**src/rtl/mem_port_arbiter.sv**
```systemverilog
// mem_port_arbiter: shares one word-wide memory port between instruction fetch
// and data load/store. Sub-word loads are lane-extracted and extended; sub-word
// stores are performed as read-modify-write.
module mem_port_arbiter #(
  parameter int ADDRWIDTH = 32,
  parameter int DATAWIDTH = 32
) (
  input  logic                 clk,
  input  logic                 rst_n,
  input  logic                 if_req,
  input  logic [ADDRWIDTH-1:0] if_addr,
  output logic                 if_ack,
  output logic [DATAWIDTH-1:0] if_rdata,
  output logic                 if_err,
  input  logic                 d_req,
  input  logic                 d_we,
  input  logic [1:0]           d_size,
  input  logic                 d_unsigned,
  input  logic [ADDRWIDTH-1:0] d_addr,
  input  logic [DATAWIDTH-1:0] d_wdata,
  output logic                 d_ack,
  output logic [DATAWIDTH-1:0] d_rdata,
  output logic                 d_err,
  output logic [ADDRWIDTH-1:0] mem_address,
  output logic                 mem_read_write,
  output logic [DATAWIDTH-1:0] mem_data_in,
  input  logic [DATAWIDTH-1:0] mem_data_out
);

  localparam logic [2:0] ST_IDLE   = 3'd0;
  localparam logic [2:0] ST_RD     = 3'd1;
  localparam logic [2:0] ST_WR     = 3'd2;
  localparam logic [2:0] ST_RMW_RD = 3'd3;
  localparam logic [2:0] ST_RMW_WR = 3'd4;
  localparam logic [2:0] ST_ERR    = 3'd5;

  logic [2:0]           state_reg, state_next;
  logic [ADDRWIDTH-1:0] addr_reg;
  logic [1:0]           size_reg;
  logic                 we_reg;
  logic                 uns_reg;
  logic                 owner_d_reg;   // 1 = data port owns the access in flight
  logic                 last_d_reg;    // 1 = data was granted last, so fetch wins a tie
  logic [DATAWIDTH-1:0] wdata_reg;
  logic [DATAWIDTH-1:0] merge_reg;
  logic                 if_ack_reg, d_ack_reg, if_err_reg, d_err_reg;
  logic [DATAWIDTH-1:0] if_rdata_reg, d_rdata_reg;

  logic                 if_pending, d_pending, grant_if, grant_d;
  logic                 if_misaligned, d_bad;
  logic [ADDRWIDTH-1:0] aligned_addr;
  logic [7:0]           rd_byte [4];
  logic [DATAWIDTH-1:0] merged;
  logic [7:0]           sub_byte;
  logic [15:0]          sub_half;
  logic [DATAWIDTH-1:0] load_data;

  assign if_ack   = if_ack_reg;
  assign if_err   = if_err_reg;
  assign if_rdata = if_rdata_reg;
  assign d_ack    = d_ack_reg;
  assign d_err    = d_err_reg;
  assign d_rdata  = d_rdata_reg;

  // A requester still sitting in its ack cycle has already been served.
  assign if_pending = if_req & ~if_ack_reg;
  assign d_pending  = d_req & ~d_ack_reg;
  assign grant_if   = (state_reg == ST_IDLE) & if_pending & (~d_pending | last_d_reg);
  assign grant_d    = (state_reg == ST_IDLE) & d_pending & ~grant_if;

  assign if_misaligned = (if_addr[1:0] != 2'b00);
  assign d_bad = (d_size == 2'b11)
               | ((d_size == 2'b01) & d_addr[0])
               | ((d_size == 2'b10) & (d_addr[1:0] != 2'b00));

  assign aligned_addr = {addr_reg[ADDRWIDTH-1:2], 2'b00};

  // Per-lane read extraction and store merge for the RMW path.
  genvar gi;
  generate
    for (gi = 0; gi < 4; gi++) begin : g_lane
      localparam logic [1:0] LANE = 2'(gi);
      logic       lane_hit;
      logic [7:0] lane_src;
      assign rd_byte[gi] = mem_data_out[8*gi +: 8];
      assign lane_hit = (size_reg == 2'b00) ? (addr_reg[1:0] == LANE)
                                            : (addr_reg[1] == LANE[1]);
      assign lane_src = ((size_reg == 2'b00) || !LANE[0]) ? wdata_reg[7:0]
                                                          : wdata_reg[15:8];
      assign merged[8*gi +: 8] = lane_hit ? lane_src : rd_byte[gi];
    end
  endgenerate

  // Load result: pick the addressed lane and sign/zero extend it.
  always_comb begin
    sub_byte = rd_byte[addr_reg[1:0]];
    sub_half = addr_reg[1] ? mem_data_out[31:16] : mem_data_out[15:0];
    case (size_reg)
      2'b00:   load_data = {{24{~uns_reg & sub_byte[7]}}, sub_byte};
      2'b01:   load_data = {{16{~uns_reg & sub_half[15]}}, sub_half};
      default: load_data = mem_data_out;
    endcase
  end

  // Next-state decode; accepted requests are classified here.
  always_comb begin
    state_next = ST_IDLE;
    case (state_reg)
      ST_IDLE: begin
        if (grant_if) begin
          state_next = if_misaligned ? ST_ERR : ST_RD;
        end else if (grant_d) begin
          if (d_bad)                 state_next = ST_ERR;
          else if (!d_we)            state_next = ST_RD;
          else if (d_size == 2'b10)  state_next = ST_WR;
          else                       state_next = ST_RMW_RD;
        end
      end
      ST_RMW_RD: state_next = ST_RMW_WR;
      default:   state_next = ST_IDLE;
    endcase
  end

  // Memory port drive; writes are masked by reset so a reset edge never writes.
  always_comb begin
    mem_address    = '0;
    mem_read_write = 1'b0;
    mem_data_in    = '0;
    case (state_reg)
      ST_RD, ST_RMW_RD: mem_address = aligned_addr;
      ST_WR: begin
        mem_address    = aligned_addr;
        mem_read_write = rst_n;
        mem_data_in    = wdata_reg;
      end
      ST_RMW_WR: begin
        mem_address    = aligned_addr;
        mem_read_write = rst_n;
        mem_data_in    = merge_reg;
      end
      default: ;
    endcase
  end

  // State, request latch, merge register and registered ack/err/rdata outputs.
  always_ff @(posedge clk) begin
    if (!rst_n) begin
      state_reg    <= ST_IDLE;
      addr_reg     <= '0;
      size_reg     <= 2'b00;
      we_reg       <= 1'b0;
      uns_reg      <= 1'b0;
      owner_d_reg  <= 1'b0;
      last_d_reg   <= 1'b1;
      wdata_reg    <= '0;
      merge_reg    <= '0;
      if_ack_reg   <= 1'b0;
      d_ack_reg    <= 1'b0;
      if_err_reg   <= 1'b0;
      d_err_reg    <= 1'b0;
      if_rdata_reg <= '0;
      d_rdata_reg  <= '0;
    end else begin
      state_reg  <= state_next;
      if_ack_reg <= 1'b0;
      d_ack_reg  <= 1'b0;
      if_err_reg <= 1'b0;
      d_err_reg  <= 1'b0;
      case (state_reg)
        ST_IDLE: begin
          if (grant_if) begin
            addr_reg    <= if_addr;
            size_reg    <= 2'b10;
            we_reg      <= 1'b0;
            uns_reg     <= 1'b0;
            wdata_reg   <= '0;
            owner_d_reg <= 1'b0;
            last_d_reg  <= 1'b0;
          end else if (grant_d) begin
            addr_reg    <= d_addr;
            size_reg    <= d_size;
            we_reg      <= d_we;
            uns_reg     <= d_unsigned;
            wdata_reg   <= d_wdata;
            owner_d_reg <= 1'b1;
            last_d_reg  <= 1'b1;
          end
        end
        ST_RD: begin
          if (owner_d_reg) begin
            d_ack_reg   <= 1'b1;
            d_rdata_reg <= we_reg ? d_rdata_reg : load_data;
          end else begin
            if_ack_reg   <= 1'b1;
            if_rdata_reg <= load_data;
          end
        end
        ST_WR, ST_RMW_WR: d_ack_reg <= 1'b1;
        ST_RMW_RD: merge_reg <= merged;
        ST_ERR: begin
          if (owner_d_reg) begin
            d_ack_reg   <= 1'b1;
            d_err_reg   <= 1'b1;
            d_rdata_reg <= '0;
          end else begin
            if_ack_reg   <= 1'b1;
            if_err_reg   <= 1'b1;
            if_rdata_reg <= '0;
          end
        end
        default: ;
      endcase
    end
  end

endmodule

```
**config.mk**
```make
export PLATFORM = sky130hd
export DESIGN_NAME = mem_port_arbiter
export DESIGN_NICKNAME = d
export VERILOG_FILES = /design/src/rtl/mem_port_arbiter.sv
export SDC_FILE = /design/constraint.sdc
export NUM_CORES = 1
export LEC_CHECK = 0
export CAP_MARGIN = 20
export CORE_MARGIN = 3
export CORE_UTILIZATION = 40
export CTS_CLUSTER_DIAMETER = 120
export DETAILED_ROUTE_END_ITERATION = 7
export GPL_TIMING_DRIVEN = 0
export PLACE_DENSITY = 0.72
export SYNTH_ARGS = -nofsm -noshare
export SYNTH_HDL_FRONTEND = slang
export SYNTH_SLANG_ARGS = --single-unit
export TNS_END_PERCENT = 5
```
**constraint.sdc**
```tcl
create_clock -name clk -period 2.6 [get_ports clk]
set_input_delay 0.39 -clock clk [delete_from_list [all_inputs] [get_ports clk]]
set_output_delay 0.39 -clock clk [all_outputs]
set_load 0.01 [all_outputs]
```
* Yosys cells after proc, flatten, opt, wreduce, memory -nomap -nowiden
Index checks and enable logic that the tools add are counted.
** Word-level totals
- Register bits :: 173
- Bits of input ports :: 136
- Output and inout port bits :: 133
- Logic and storage cells :: 114
** Operators by class
- $lt $le $gt $ge :: 1
- Equality and inequality tests :: 17
- Multiplexer cells :: 46
- Bitwise gates (word level) :: 20
- Reduce and logical (&&, ||, !) cells :: 15
** Operator list (number)
- $mux 32 :: 10
- $pmux 32 s2 :: 4
- $mux 8 :: 7
- $bmux 8 s2 :: 1
- $mux 16 :: 1
- $mux 1 :: 14
- $mux 3 :: 4
- $and 1x1->1 :: 10
- $ne 2x2->1 const B :: 5
- $eq 2x2->1 const B :: 4
- $reduce_bool 2->1 :: 4
- $eq 2x1->1 const B :: 3
- $eq 3x2->1 const B :: 2
- $eq 3x3->1 const B :: 2
- $mux 2 :: 3
- $not 1->1 :: 6
- $pmux 3 s2 :: 1
- $reduce_and 2->1 :: 3
- $logic_not 2->1 :: 2
- $reduce_and 4->1 :: 1
- $reduce_or 2->1 :: 2
- $reduce_or 4->1 :: 1
- $eq 3x1->1 const B :: 1
- $ge 3x3->1 const B :: 1
- 5 further kinds :: 7

* Longest topological paths before layout
Gate-level depths: netlist of the first run.
- Word-level depth :: 10
- Depth in mapped cells :: 7
- Depth with buffers taken out :: 4

* Least setup slack after synthesis of the first run
OpenSTA, ideal clock, no wires.
- Path type :: reg-to-output
- Start :: register state_reg[2]
- End :: output port mem_read_write
- Data arrival time :: 1.512 ns
- Data required time :: 2.210 ns
- Path slack :: 0.698 ns
- Stages on the path, launching flop included :: 6
- Buffers on the path :: 2
- Path through :: dfxtp_1 > buf_2 > nor3b_1 > clkbuf_1 > nor2_1 > nor2_1
** On the way
- Cells in the longest elaborated chain, start to end :: 3
- Elaborated cells between the ends (all ways) :: 4
- Classes of those cells :: eq/ne: 2; mux: 1; reduce/logical: 1
** RTL lines
- start: declaration :: line 37 : logic [2:0] state_reg, state_next;
- start signal: assignment :: line 164 : state_reg <= state_next;
- $eq 3x2->1 or $eq 3x3->1 (tied branches) :: line 129 : case (state_reg)
- $reduce_or 2->1 (no source line) (*)
- $mux 1 (*) :: line 129
- end: declaration :: line 25 : output logic mem_read_write,
Every way passes the cells marked *; elsewhere a longest branch is shown, timed or not.

* Worst setup path in the final report of the first run
- Start :: register state_reg[2]
- End :: output port mem_data_in[26]
** On the way
- Cells in the longest elaborated chain, start to end :: 2
- Elaborated cells between the ends (all ways) :: 3
- Classes of those cells :: eq/ne: 2; mux: 1
** RTL lines
- $eq 3x3->1 or $eq 3x2->1 (tied branches) :: line 129
- $pmux 32 s2 (*) :: line 129
- end: declaration :: line 26 : output logic [DATAWIDTH-1:0] mem_data_in,
Marked as above.

==> results of run 1 <==
==> cells in the final DEF, fill, tap and decap left out, types with 12 or more instances in the layout <==
master,count
mux2i_1,65
nor2_1,48
buf_2,14
a22o_1,74
dfxtp_1,172
nand2b_1,12
a21oi_1,57
o21ai_0,56
clkbuf_1,36
a221o_1,15
nand2_1,35
clkbuf_16,17
mux2_2,17
a21o_1,18
buf_4,20
and2_1,33
dlymetal6s2s_1,35
a22oi_1,47
o22ai_1,16
clkdlybuf4s50_1,224
==> final timing paths <==
check / end / slack, ns / cells past startpoint
worst max-delay path: mem_data_in[26] / -0.03 / 5
worst min-delay path: d_rdata[4]$_SDFFE_PN0P_ / 0.46 / 2
worst max register to register: if_rdata[12]$_SDFFE_PN0P_ / 0.40 / 5
worst min register to register: d_rdata[4]$_SDFFE_PN0P_ / 0.46 / 2
==> layout make-up <==
cell class	instances	area [um2]
plain buffers	77	436.7
inverters	6	26.28
well taps	260	325.3
clock buffers	19	452.9
clock inverters	13	162.7
flip-flops and latches	173	3467
multi-input cells	565	3981
repair buffers	272	2785
fillers	1660	7318
==> worst max-delay path: stages, from the launching register on <==
cell and delay, ns:
dfxtp_4 0.37, buf_8 0.15, nor3b_4 0.30, buf_4 0.25, a22o_1 0.18, clkdlybuf4s50_1 0.54
==> per-stage QoR <==
stage	cell area (um2)	hold WS [ns]	cells	setup TNS (ns)	setup slack, ns
2_1_floorplan	7802	0.4477	822	0	0.6981
6_report	11640	0.4628	1385	-0.02666	-0.02666
3_3_place_gp	10780	0.4373	1347	-11.73	-0.5253
3_5_place_dp	10780	0.4495	1347	-12.41	-0.5404
4_1_cts	11500	0.4649	1382	-0.3214	-0.04865
5_1_grt	11640	0.4837	1385	-0.1284	-0.09986
==> what timing repair did <==
item / 4_1_cts / 5_1_grt
pin swaps: 1 / 0
setup endpoints to repair: 63 / 57
hold buffers: 0 / 0
gates resized for setup: 37 / 49
setup buffers: 4 / 3
==> power groups by stage <==
stage / clock, W / sequential, W / combinational [W]
after global placement: 0 / 0.00311 / 0.00235
after detailed placement: 0 / 0.00312 / 0.00237
final: 0.00270 / 0.00307 / 0.00247
after CTS: 0.00271 / 0.00307 / 0.00243
after global routing: 0.00282 / 0.00310 / 0.00265
after floorplan: 0 / 0.00310 / 0.00142
==> per-layer routing <==
layer / up-vias / GRT usage, % / wire (um)
li1: 3650 / - / -
met1: 3767 / 33.01 / 11820
met2: 416 / 42.93 / 13570
met3: 46 / 9.343 / 3008
met4: 0 / 8.262 / 655
met5: - / 0 / 0
==> logic make-up (layout without fill, tap and decap cells) <==
logic type | Yosys count | count (layout) | synth area share (%)
AOI/OAI and AO/OA | 320 | 320 | 29.28
other | 1 | 2 | 0.04808
and+or+nand+nor | 161 | 161 | 10.35
DFF | 173 | 173 | 44.41
buffers and inverters | 84 | 387 | 5.118
muxes | 82 | 82 | 10.80
==> impl_metrics.ini, run 1 <==
[clock_network]
cts_max_path_buffers = 2
cts_tree = built
cts_buffers = 17
clk_pin_slew_ns = 0.07
cts_sinks = 173
worstSkewPairLatency_ns = 0.44
cts-root-buf = clkbuf_16
cts_max_level = 4

[worst_setup_path]
cp_max_fo = 10
startpoint_type = flip-flop
required_ns = 2.21
r2r_start = addr_reg[1]$_SDFFE_PN0P_
worstSetupEndpointType = primary output
crit_type = reg -> out
startpoint = state_reg[2]$_SDFF_PN0_
cp_data_arrival_time_ns = 2.24

[cells_and_area]
fin_util_pct = 61.39
diodes = 0
fin_nets = 1248
drive_gt1_share_pct = 9.689
syn2layout_area_growth_pct = 49.22

[floorplanning]
initial_utilization_pct = 41.14
core.rowCount = 50
io_pins = 269
die_w_um = 145.6
die_y_um = 145.6
core_mm2 = 0.01896
die_area_mm2 = 0.02121

[status]
violations = setup timing
status = finished, violations left

[sta]
finClkSkew_ns = 0.008520
tightestPinTransition_ns = 0.7282
hold_violations = 0
max_freq_mhz = 380.7
setup_ws_ns = -0.02666
setup_viol = 1
min_period_over_period_pct = 101.0
slew-limit-headroom_pct = 51.46
slew_viol_final = 0
post-route-min-period_ns = 2.627
rsz0062_at_grt = yes

[hold_path]
hold_class = reg -> reg
hold_start = d_rdata[4]$_SDFFE_PN0P_

[pwr]
p_sw_w = 0.002620
cellLeakagePower_nw = 5.118
p_sw_share_pct = 31.79
fin_total_pwr_w = 0.008242
pwr-share-comb_pct = 30.0
power.density_mw_per_mm2 = 708.2
vdd_drop_max_mv = 0.5134
p_clk_share_pct = 32.7
pwr-share-seq_pct = 37.3
cellInternalPower_w = 0.005622

[synthesis]
synth-warning-count = 0
synth_most_common_cell = dfxtp_1
syn-cell-area_mm2 = 0.007799
synth_flop_cell = dfxtp_1
synth_edf_count = 0
ys_seq_area_share_pct = 44.41
async_flop_share_pct = 0
synth_cell_types = 48
ys_ff_latch = 173
synth_cells = 821
synth_top_area_cell = dfxtp_1
yosysTopAreaCellShare_pct = 44.41
synthTopCellsByCount = dfxtp_1 (173), a22o_1 (74), mux2i_1 (65)
syn_avg_cell_area_um2 = 9.499
synth_area_leaders = dfxtp_1 (44%), mux2i_1 (8.3%), a22o_1 (8.3%), a22oi_1 (4.5%), a21oi_1 (3.7%)

[drt]
remaining_drc_errors = 0
viasPerCell = 5.689
post_drt_wl_per_cell_um = 20.98
drt_wl_total_um = 29050
first_iter_violations = 741
route.antenna.remaining_nets = 0
vias = 7879
first_pass_iters = 5

[global_route]
grt_pass1_wl_um = 43850
grt_util_all_layers_pct = 26.40
antenna_found_initial = 0
grt_pass1_vias = 7721
grt.overflow.total = 0
grt_max_degree = 17

[placed_design]
io_buffers = 265
hpwl_um = 22020
gp_congestion = 0.9230

[run]
max-cap-violations = 0
No activity file was read; power rests on OpenSTA's default activity.
==> run 2, diff against run 1 <==
--- a/config.mk
+++ b/config.mk
@@ -5,7 +5,6 @@
 export SDC_FILE = /design/constraint.sdc
 export NUM_CORES = 1
 export LEC_CHECK = 0
-export CAP_MARGIN = 20
 export CORE_MARGIN = 3
 export CORE_UTILIZATION = 40
 export CTS_CLUSTER_DIAMETER = 120
==> results of run 2 <==
No change in the layout: final DEF, timing and power equal those of run 1.
